`src/rtl/mem_bus_arbiter.sv`:
```
// Shares the core memory bus between instruction fetch and the LSU. One transaction is outstanding at a time.
// The LSU has priority, a starvation counter bounds how long IF can be locked out, and flushed fetch responses are dropped.
module mem_bus_arbiter #(
  parameter int unsigned STARVE_MAX = 4
) (
  input  logic        clk,
  input  logic        reset_n,
  input  logic        instr_req_i,
  input  logic [31:0] instr_addr_i,
  input  logic        instr_kill_i,
  output logic        instr_gnt_o,
  output logic        instr_rvalid_o,
  output logic [31:0] instr_rdata_o,
  output logic        instr_err_o,
  input  logic        data_req_i,
  input  logic [31:0] data_addr_i,
  input  logic        data_we_i,
  input  logic [3:0]  data_be_i,
  input  logic [31:0] data_wdata_i,
  output logic        data_gnt_o,
  output logic        data_rvalid_o,
  output logic [31:0] data_rdata_o,
  output logic        data_err_o,
  output logic        bus_req_o,
  output logic [31:0] bus_addr_o,
  output logic        bus_we_o,
  output logic [3:0]  bus_be_o,
  output logic [31:0] bus_wdata_o,
  input  logic        bus_gnt_i,
  input  logic        bus_rvalid_i,
  input  logic [31:0] bus_rdata_i,
  input  logic        bus_err_i
);

  localparam int unsigned CNT_W = 4;

  typedef enum logic [1:0] {IDLE, WAIT_GNT, WAIT_RVALID} state_e;
  typedef enum logic {OWN_DATA = 1'b0, OWN_INSTR = 1'b1} owner_e;

  state_e             state_q, state_d;
  owner_e             owner_q, owner_d;
  logic               kill_pend_q, kill_pend_d;
  logic [CNT_W-1:0]   starve_q, starve_d;

  logic   starve_hit;
  logic   instr_win;
  logic   any_req;
  logic   req_c;
  logic   grant_c;
  logic   kill_c;
  owner_e cur_owner;

  // Arbitration: in IDLE the winner is picked live, otherwise the latched owner holds the bus
  always_comb begin
    starve_hit = (starve_q == CNT_W'(STARVE_MAX));
    instr_win  = instr_req_i & (~data_req_i | starve_hit);
    any_req    = instr_req_i | data_req_i;
    cur_owner  = owner_q;
    if (state_q == IDLE) cur_owner = instr_win ? OWN_INSTR : OWN_DATA;
    req_c      = ((state_q == IDLE) & any_req) | (state_q == WAIT_GNT);
    grant_c    = req_c & bus_gnt_i;
    kill_c     = instr_kill_i & (owner_q == OWN_INSTR) & (state_q != IDLE);
  end

  // State and bookkeeping registers; reset abandons any transaction in flight
  always_ff @(posedge clk) begin
    if (!reset_n) begin
      state_q     <= IDLE;
      owner_q     <= OWN_DATA;
      kill_pend_q <= 1'b0;
      starve_q    <= '0;
    end else begin
      state_q     <= state_d;
      owner_q     <= owner_d;
      kill_pend_q <= kill_pend_d;
      starve_q    <= starve_d;
    end
  end

  // Next-state logic
  always_comb begin
    state_d     = state_q;
    owner_d     = owner_q;
    kill_pend_d = kill_pend_q;
    starve_d    = starve_q;
    case (state_q)
      IDLE: begin
        kill_pend_d = 1'b0;
        if (any_req) begin
          owner_d = cur_owner;
          state_d = bus_gnt_i ? WAIT_RVALID : WAIT_GNT;
        end
      end
      WAIT_GNT: begin
        if (kill_c)    kill_pend_d = 1'b1;
        if (bus_gnt_i) state_d = WAIT_RVALID;
      end
      WAIT_RVALID: begin
        if (bus_rvalid_i) begin
          state_d     = IDLE;
          kill_pend_d = 1'b0;
        end else if (kill_c) begin
          kill_pend_d = 1'b1;
        end
      end
      default: state_d = IDLE;
    endcase
    if (!instr_req_i) begin
      starve_d = '0;
    end else if (grant_c && cur_owner == OWN_INSTR) begin
      starve_d = '0;
    end else if (grant_c && !starve_hit) begin
      starve_d = starve_q + CNT_W'(1);
    end
  end

  // Outputs: bus request/attributes, grants and response routing
  always_comb begin
    instr_gnt_o    = 1'b0;
    instr_rvalid_o = 1'b0;
    instr_rdata_o  = '0;
    instr_err_o    = 1'b0;
    data_gnt_o     = 1'b0;
    data_rvalid_o  = 1'b0;
    data_rdata_o   = '0;
    data_err_o     = 1'b0;
    bus_req_o      = 1'b0;
    bus_addr_o     = '0;
    bus_we_o       = 1'b0;
    bus_be_o       = '0;
    bus_wdata_o    = '0;
    if (reset_n) begin
      if (req_c) begin
        bus_req_o = 1'b1;
        if (cur_owner == OWN_DATA) begin
          bus_addr_o  = data_addr_i;
          bus_we_o    = data_we_i;
          bus_be_o    = data_be_i;
          bus_wdata_o = data_wdata_i;
          data_gnt_o  = bus_gnt_i;
        end else begin
          bus_addr_o  = instr_addr_i;
          instr_gnt_o = bus_gnt_i;
        end
      end
      if (state_q == WAIT_RVALID && bus_rvalid_i) begin
        if (owner_q == OWN_DATA) begin
          data_rvalid_o = 1'b1;
          data_rdata_o  = bus_rdata_i;
          data_err_o    = bus_err_i;
        end else if (!(kill_pend_q || instr_kill_i)) begin
          instr_rvalid_o = 1'b1;
          instr_rdata_o  = bus_rdata_i;
          instr_err_o    = bus_err_i;
        end
      end
    end
  end

endmodule
```
`config.mk`:
```
export PLATFORM = sky130hd
export DESIGN_NAME = mem_bus_arbiter
export DESIGN_NICKNAME = d
export VERILOG_FILES = /design/src/rtl/mem_bus_arbiter.sv
export SDC_FILE = /design/constraint.sdc
export NUM_CORES = 1
export LEC_CHECK = 0
export BUFFER_PORTS_ARGS = -buffer_cell sky130_fd_sc_hd__buf_2
export CORE_AREA = 2 2 109 111
export CTS_BUF_LIST = sky130_fd_sc_hd__clkbuf_8
export DETAILED_ROUTE_END_ITERATION = 8
export DIE_AREA = 0 0 111 113
export GPL_ROUTABILITY_DRIVEN = 1
export PLACE_DENSITY_LB_ADDON = 0.08
export SLEW_MARGIN = 30
export SYNTH_ARGS = -nofsm -noshare
export SYNTH_HDL_FRONTEND = slang
export SYNTH_SLANG_ARGS = --single-unit
export TNS_END_PERCENT = 50
```
`constraint.sdc`:
```
create_clock -name clk -period 1.9 [get_ports clk]
set_input_delay 0.19 -clock clk [delete_from_list [all_inputs] [get_ports clk]]
set_output_delay 0.19 -clock clk [all_outputs]
set_load 0.005 [all_outputs]
```
==> impl_results.rst, run 1 <==
.. list-table::
   :header-rows: 1

   * - Metric
     - Value
   * - Status
     - complete, but fails checks
   * - Violated checks
     - setup timing
   * - Sink Count
     - 8
   * - Switching part of the total
     - 40.3%
   * - Total of warnings raised by yosys
     - 0
   * - Worst path most repeated cell
     - buf_6
   * - Share of power burned in combinational logic
     - 73.6%
   * - Post-detailed-routing wire length
     - 11,200 µm
   * - Min setup slack post-route
     - -152 ps
   * - Crit-path cells
     - inv_2 > buf_6 > ha_4 > buf_6 > o21ai_4 > a21boi_4 > buf_6 > clkbuf_16 > nand2_1 > o21ai_1 > buf_2
   * - Pleak
     - 2.52 nW
   * - Type of destination of the critical path
     - output port
   * - Sort of element at the start of the critical path
     - register
   * - Hold slack final
     - 289 ps
   * - Core Area
     - 11,300 µm²
   * - RePlAce Congestion
     - 0.794
   * - Slew at the pin with the worst max-slew slack
     - 314 ps
   * - Most common cell after layout, fill and taps aside
     - buf_2
   * - WP data arrival
     - 1860 ps
   * - Largest cells by area after synthesis
     - and2_1, and3_1, nand4_1
   * - Setup repair after global routing missed its margin
     - true
   * - CP Data Required Time
     - 1710 ps
   * - Antenna diode count
     - 0
   * - Die Y-Extent
     - 113 µm
   * - Clock Root Buffer
     - clkbuf_8
   * - Initial standard-cell utilization of the core
     - 17.1%
   * - Number of nets with antenna violations after routing
     - 0
   * - Commonest non-fill, non-tap cells in the layout
     - buf_2, and2_1, and3_1
   * - Via count of the routed design
     - 3,402
   * - Drt first pass iters
     - 4
   * - Remaining global-route overflow
     - 0
   * - Share of cells above drive strength 1
     - 62.2%
   * - Final Skew
     - 8.54 ps
   * - Final worst-path cycle share
     - 108%
   * - Final Max Slew Viols
     - 0
   * - First-pass GRT wire length
     - 16,600 µm
   * - DRC
     - 0
   * - Internal Dissipation
     - 0.000904 W
   * - Highest attainable clock frequency
     - 0.487 GHz
   * - Row cnt
     - 39
   * - Clock latency reported for the late side of the worst-skew pair
     - 240 ps
   * - Hold WC Path Type
     - in2reg
   * - Wire per inst
     - 14.9 µm
   * - Worst slew margin relative to its limit
     - 79.0%
   * - Clock Tree Buf Depth
     - 2
   * - Reported max-cap violation count
     - 0
   * - Detail Placement HPWL
     - 7200 µm
   * - Synthesized net count
     - 457
   * - Power consumption
     - 0.00151 W
   * - Number of DRC violations after detailed-routing iteration 0
     - 172
   * - Fill count
     - 1,205
   * - Sequential fraction of the synthesis area
     - 8.31%
   * - Library cell contributing the largest single delay on the critical path
     - dfxtp_2
   * - Worst setup slack after placement
     - -81.6 ps
   * - Horiz. Die Dim
     - 111 µm
   * - Time the final worst path needs with I/O delays and setup
     - 2050 ps
   * - Overall Global Routing Usage
     - 15.9%
   * - Net switching power
     - 0.000610 W
   * - Layout Area Growth over Synthesis
     - 121%
   * - Die area
     - 12,500 µm²
   * - Cell taking the most area after synthesis
     - and2_1
   * - Finish-stage setup viols
     - 82
   * - Distinct cell type count of the synthesized netlist
     - 33
   * - Number of top-level pins
     - 281
   * - Worst-path clk slew
     - 50 ps
   * - Vias per std cell
     - 4.52
   * - Clock buffers created by TritonCTS
     - 3
   * - Post-synthesis instance area
     - 1930 µm²
   * - Initial antenna violation count
     - 0
   * - Seq cells post-synth
     - 8
   * - Power density over the cells
     - 355 nW/µm²
   * - Worst VDD drop
     - 0.256 mV
   * - Crit path kind
     - reg2out
   * - Number of input and output port buffers inserted
     - 280
   * - Summed negative setup slack over all endpoints
     - -6280 ps
   * - Number of global-route vias before repair
     - 3,246
   * - Largest net degree at the start of global routing
     - 35
   * - Number of standard cells after synthesis
     - 310
   * - Portion of total power attributed to sequential cells
     - 12.0%
   * - CTS H-tree lvls
     - 1
   * - Maximum fanout along the worst path
     - 6
   * - Fraction of synthesized cell area taken by the top area cell type
     - 21.4%
   * - Post-synthesis average cell area
     - 6.22 µm²
   * - Power share of the clock group
     - 14.3%
   * - CTS tree
     - built
   * - Hold Fails Final Rpt
     - 0
   * - Largest incremental delay on the critical path
     - 320 ps
   * - Final nets
     - 758
## per-layer routing
metal / wire (µm) / up-vias / GRT usage, %
li1: - / 1692 / -
met1: 4470 / 1546 / 19.2
met2: 5900 / 158 / 30.8
met3: 766 / 6 / 2.62
met4: 53 / 0 / 1.00
met5: 0 / - / 0
## final timing paths
path	from	endpoint	slack (ps)	depth (start not counted)
max	state_q[0]$_SDFFE_PN0P_	bus_addr_o[26]	-150	11
min	reset_n	state_q[0]$_SDFFE_PN0P_	290	2
max reg2reg	state_q[0]$_SDFFE_PN0P_	starve_q[1]$_SDFFE_PP0P_	330	9
min reg2reg	starve_q[3]$_SDFFE_PP0P_	starve_q[3]$_SDFFE_PP0P_	520	2
## power by group through the flow
| stage | clock network [W] | registers (W) | logic, W |
|---|---|---|---|
| after CTS | 0.000222 | 0.000182 | 0.00101 |
| after global routing | 0.000227 | 0.000183 | 0.00122 |
| final | 0.000217 | 0.000182 | 0.00112 |
| after floorplan | 0 | 0.000185 | 0.000415 |
| after global placement | 0 | 0.000182 | 0.000795 |
| after detailed placement | 0 | 0.000182 | 0.000794 |
## cell usage after synthesis (all sizes together)
cell and instances:
nor4b 1, nor3 1, nor2 4, o211ai 1, a21boi 3, a21o 3
a21oi 9, nand3 3, and3 39, o21a 1, nand2b 2, buf 19
nand4 35, o22ai 2, o21ai 36, nand2 41, ha 6, nor4 1
inv 7, nand3b 1, and2 67, clkbuf 15, a221o 1, and3b 1
dfxtp 8, or3 1, nor2b 2
## kinds of logic (layout without fill, tap and decap cells)
kind of cell	Yosys count	count (layout)	share of synthesized area (%)
compound gates	56	57	16.4
fa+ha+maj	6	6	3.90
buf+inv	41	332	12.1
flops	8	8	8.31
simple gates	199	206	59.3
## flip-flops by register name (all words and copies together), names as in the netlist
register,flops
starve_q,4
kill_pend_q,1
owner_q,1
state_q,2
## critical path, delay by kind of cell (launching register included)
family	cells	cell delay, ps
compound gates	3	400
fa+ha+maj	1	130
simple gates	1	50
buf+inv	6	710
flops	1	320
## final cells by class
class | instances | area (µm²) | share of cell area [%]
Multi-Input combinational cell | 269 | 1820 | 42.8
Timing Repair Buffer | 322 | 2030 | 47.5
Sequential cell | 8 | 165 | 3.87
Clock buffer | 3 | 41.3 | 0.968
Tap cell | 143 | 179 | 4.20
Inverter | 7 | 28.8 | 0.675
## per-stage QoR
stage               cells  area (µm²)  util (%)
floorplan             310        1930         -
global placement      720        3510      31.1
detailed placement    720        3510      31.1
CTS                   748        4040      35.8
global route          752        4260      37.8
finish                752        4260      37.8
## repair_timing
action	CTS	global route
buffers inserted	12	0
gates resized for setup	58	36
pin swaps	19	36
cloned	14	5
hold buffers	0	0
setup endpoints to repair	107	106
Power figures use the tool's default switching activity.
==> run 2: changes to the inputs <==
- PLACE_DENSITY: not set -> 0.48
- PLACE_DENSITY_LB_ADDON: 0.08 -> not set
- clock period: 1.9 -> 2.1 ns (I/O delays scaled with it)
==> impl_results.rst, run 2 (synthesized netlist as in run 1, its figures left out) <==
.. list-table::
   :header-rows: 1

   * - Metric
     - Value
   * - Status
     - completed
   * - Die Y-Extent
     - 113 µm
   * - Clock Root Buffer
     - clkbuf_8
   * - Power density over the cells
     - 318 nW/µm²
   * - WP data arrival
     - 1830 ps
   * - Core Area
     - 11,300 µm²
   * - First-pass GRT wire length
     - 14,400 µm
   * - Number of global-route vias before repair
     - 2,871
   * - Most common cell after layout, fill and taps aside
     - buf_2
   * - Overall Global Routing Usage
     - 13.6%
   * - Count of hold buffers inserted by post-cts repair
     - 0
   * - Commonest non-fill, non-tap cells in the layout
     - buf_2, and2_1, nand2_1
   * - Number of nets with antenna violations after routing
     - 0
   * - Final instance count without filler cells
     - 731
   * - Largest incremental delay on the critical path
     - 330 ps
   * - Clock buffers created by TritonCTS
     - 3
   * - Pleak
     - 2.31 nW
   * - CTS H-tree lvls
     - 1
   * - Worst setup slack after placement
     - 220 ps
   * - CP Data Required Time
     - 1890 ps
   * - Power consumption
     - 0.00121 W
   * - Placed insts
     - 710
   * - Initial standard-cell utilization of the core
     - 17.1%
   * - Detail Placement HPWL
     - 7790 µm
   * - Row cnt
     - 39
   * - Time the final worst path needs with I/O delays and setup
     - 2040 ps
   * - Crit-path cells
     - inv_1 > ha_4 > nand3b_1 > a21o_1 > and2_4 > clkbuf_16 > and3_1 > buf_2
   * - Reported max-cap violation count
     - 0
   * - Hold slack final
     - 294 ps
   * - Top Registers
     - starve_q x4, state_q x2
   * - Type of destination of the critical path
     - output port
   * - Number of DRC violations after detailed-routing iteration 0
     - 180
   * - Hold WC Path Type
     - in2reg
   * - RePlAce Congestion
     - 0.880
   * - Met1 GRT Util
     - 16.4%
   * - WP buf/inv
     - 3
   * - Highest attainable clock frequency
     - 0.489 GHz
   * - Maximum fanout along the worst path
     - 6
   * - Hold Fails Final Rpt
     - 0
   * - Sink Count
     - 8
   * - DRC
     - 0
   * - Vias per std cell
     - 4.57
   * - Most Crowded Layer GR
     - met2
   * - Worst slew margin relative to its limit
     - 77.7%
   * - Number of input and output port buffers inserted
     - 280
   * - Via count of the routed design
     - 3,342
   * - Dominant delay contributor by cell family on the critical path
     - simple AND/OR/NAND/NOR gates
   * - Post-route cell area
     - 3820 µm²
   * - Drt first pass iters
     - 4
   * - Final Skew
     - 6.50 ps
   * - Library cell contributing the largest single delay on the critical path
     - dfxtp_2
   * - Share of cells above drive strength 1
     - 55.8%
   * - Worst-path clk slew
     - 50 ps
   * - Cell area after placement
     - 3440 µm²
   * - Largest net degree at the start of global routing
     - 63
   * - Crit path kind
     - reg2out
   * - Sort of element at the start of the critical path
     - register
   * - Final worst-path cycle share
     - 97.3%
   * - Final nets
     - 737
   * - GR Layer Usage met3
     - 4.39%
   * - Final Max Slew Viols
     - 0
   * - Register bank with the most flops
     - starve_q
   * - Die area
     - 12,500 µm²
   * - Post-detailed-routing wire length
     - 10,500 µm
   * - Finish-stage setup viols
     - 0
   * - Wire per inst
     - 14.3 µm
   * - Remaining global-route overflow
     - 0
   * - Min setup slack post-route
     - 56.7 ps
   * - Fill count
     - 1,211
   * - Max reg flops
     - 4
   * - Initial antenna violation count
     - 1
   * - Number of top-level pins
     - 281
   * - Global-route met2 utilization
     - 24.6%
   * - Horiz. Die Dim
     - 111 µm
   * - Layout Area Growth over Synthesis
     - 98.1%
   * - Clock latency reported for the late side of the worst-skew pair
     - 230 ps
   * - Clock Tree Buf Depth
     - 2
   * - Worst VDD drop
     - 0.211 mV
   * - Antenna diode count
     - 0
   * - CTS tree
     - built
   * - Slew at the pin with the worst max-slew slack
     - 335 ps
==> run 2: metrics by stage <==
| stage | setup TNS [ps] | utilization, % |
|---|---|---|
| floorplan | 0 | - |
| global placement | 0 | 30.5 |
| detailed placement | 0 | 30.5 |
| CTS | -3.62 | 30.9 |
| global route | -166 | 33.9 |
| finish | 0 | 33.9 |
==> run 2: final timing paths <==
path | to | slack, ps | cells past startpoint | from
setup / recovery | bus_wdata_o[22] | 60 | 8 | starve_q[1]$_SDFFE_PP0P_
hold / removal | state_q[0]$_SDFFE_PN0P_ | 290 | 2 | reset_n
setup reg to reg | state_q[0]$_SDFFE_PN0P_ | 660 | 6 | state_q[0]$_SDFFE_PN0P_
hold reg to reg | starve_q[1]$_SDFFE_PP0P_ | 480 | 2 | starve_q[1]$_SDFFE_PP0P_
==> run 2: repair_timing <==
action | CTS | global route
gates resized for setup | 3 | 22
setup endpoints to repair | 5 | 94
cloned | 0 | 11
pin swaps | 0 | 5
buffers inserted | 0 | 7
==> run 2: per-layer routing <==
metal	wire length (µm)	vias up
met5	13	-
met4	74	2
met3	972	10
met2	5240	182
met1	4180	1513
li1	-	1635
==> run 2: worst reg2reg max path, cell delays in order (launching register included) <==
cell,delay [ps]
dfxtp_2,370
inv_2,80
ha_1,220
nor2b_1,160
a21oi_1,210
a21oi_1,100
o21a_1,180
==> run 2: final cells by class <==
| class | instances | area, µm² | area share (%) |
|---|---|---|---|
| clock buffers | 3 | 41.3 | 1.08 |
| inverters | 7 | 26.3 | 0.688 |
| multi-input cells | 262 | 1610 | 42.2 |
| flip-flops and latches | 8 | 164 | 4.29 |
| well taps | 143 | 179 | 4.69 |
| repair buffers | 308 | 1800 | 47.1 |
==> run 2: power by group <==
part / internal [W] / switching (W) / leakage, nW / total [W]
Clock: 0.000125 / 0.0000692 / 0.0216 / 0.000194
Combinational: 0.000438 / 0.000412 / 2.22 / 0.000850
Sequential: 0.000160 / 0.00000920 / 0.0664 / 0.000169
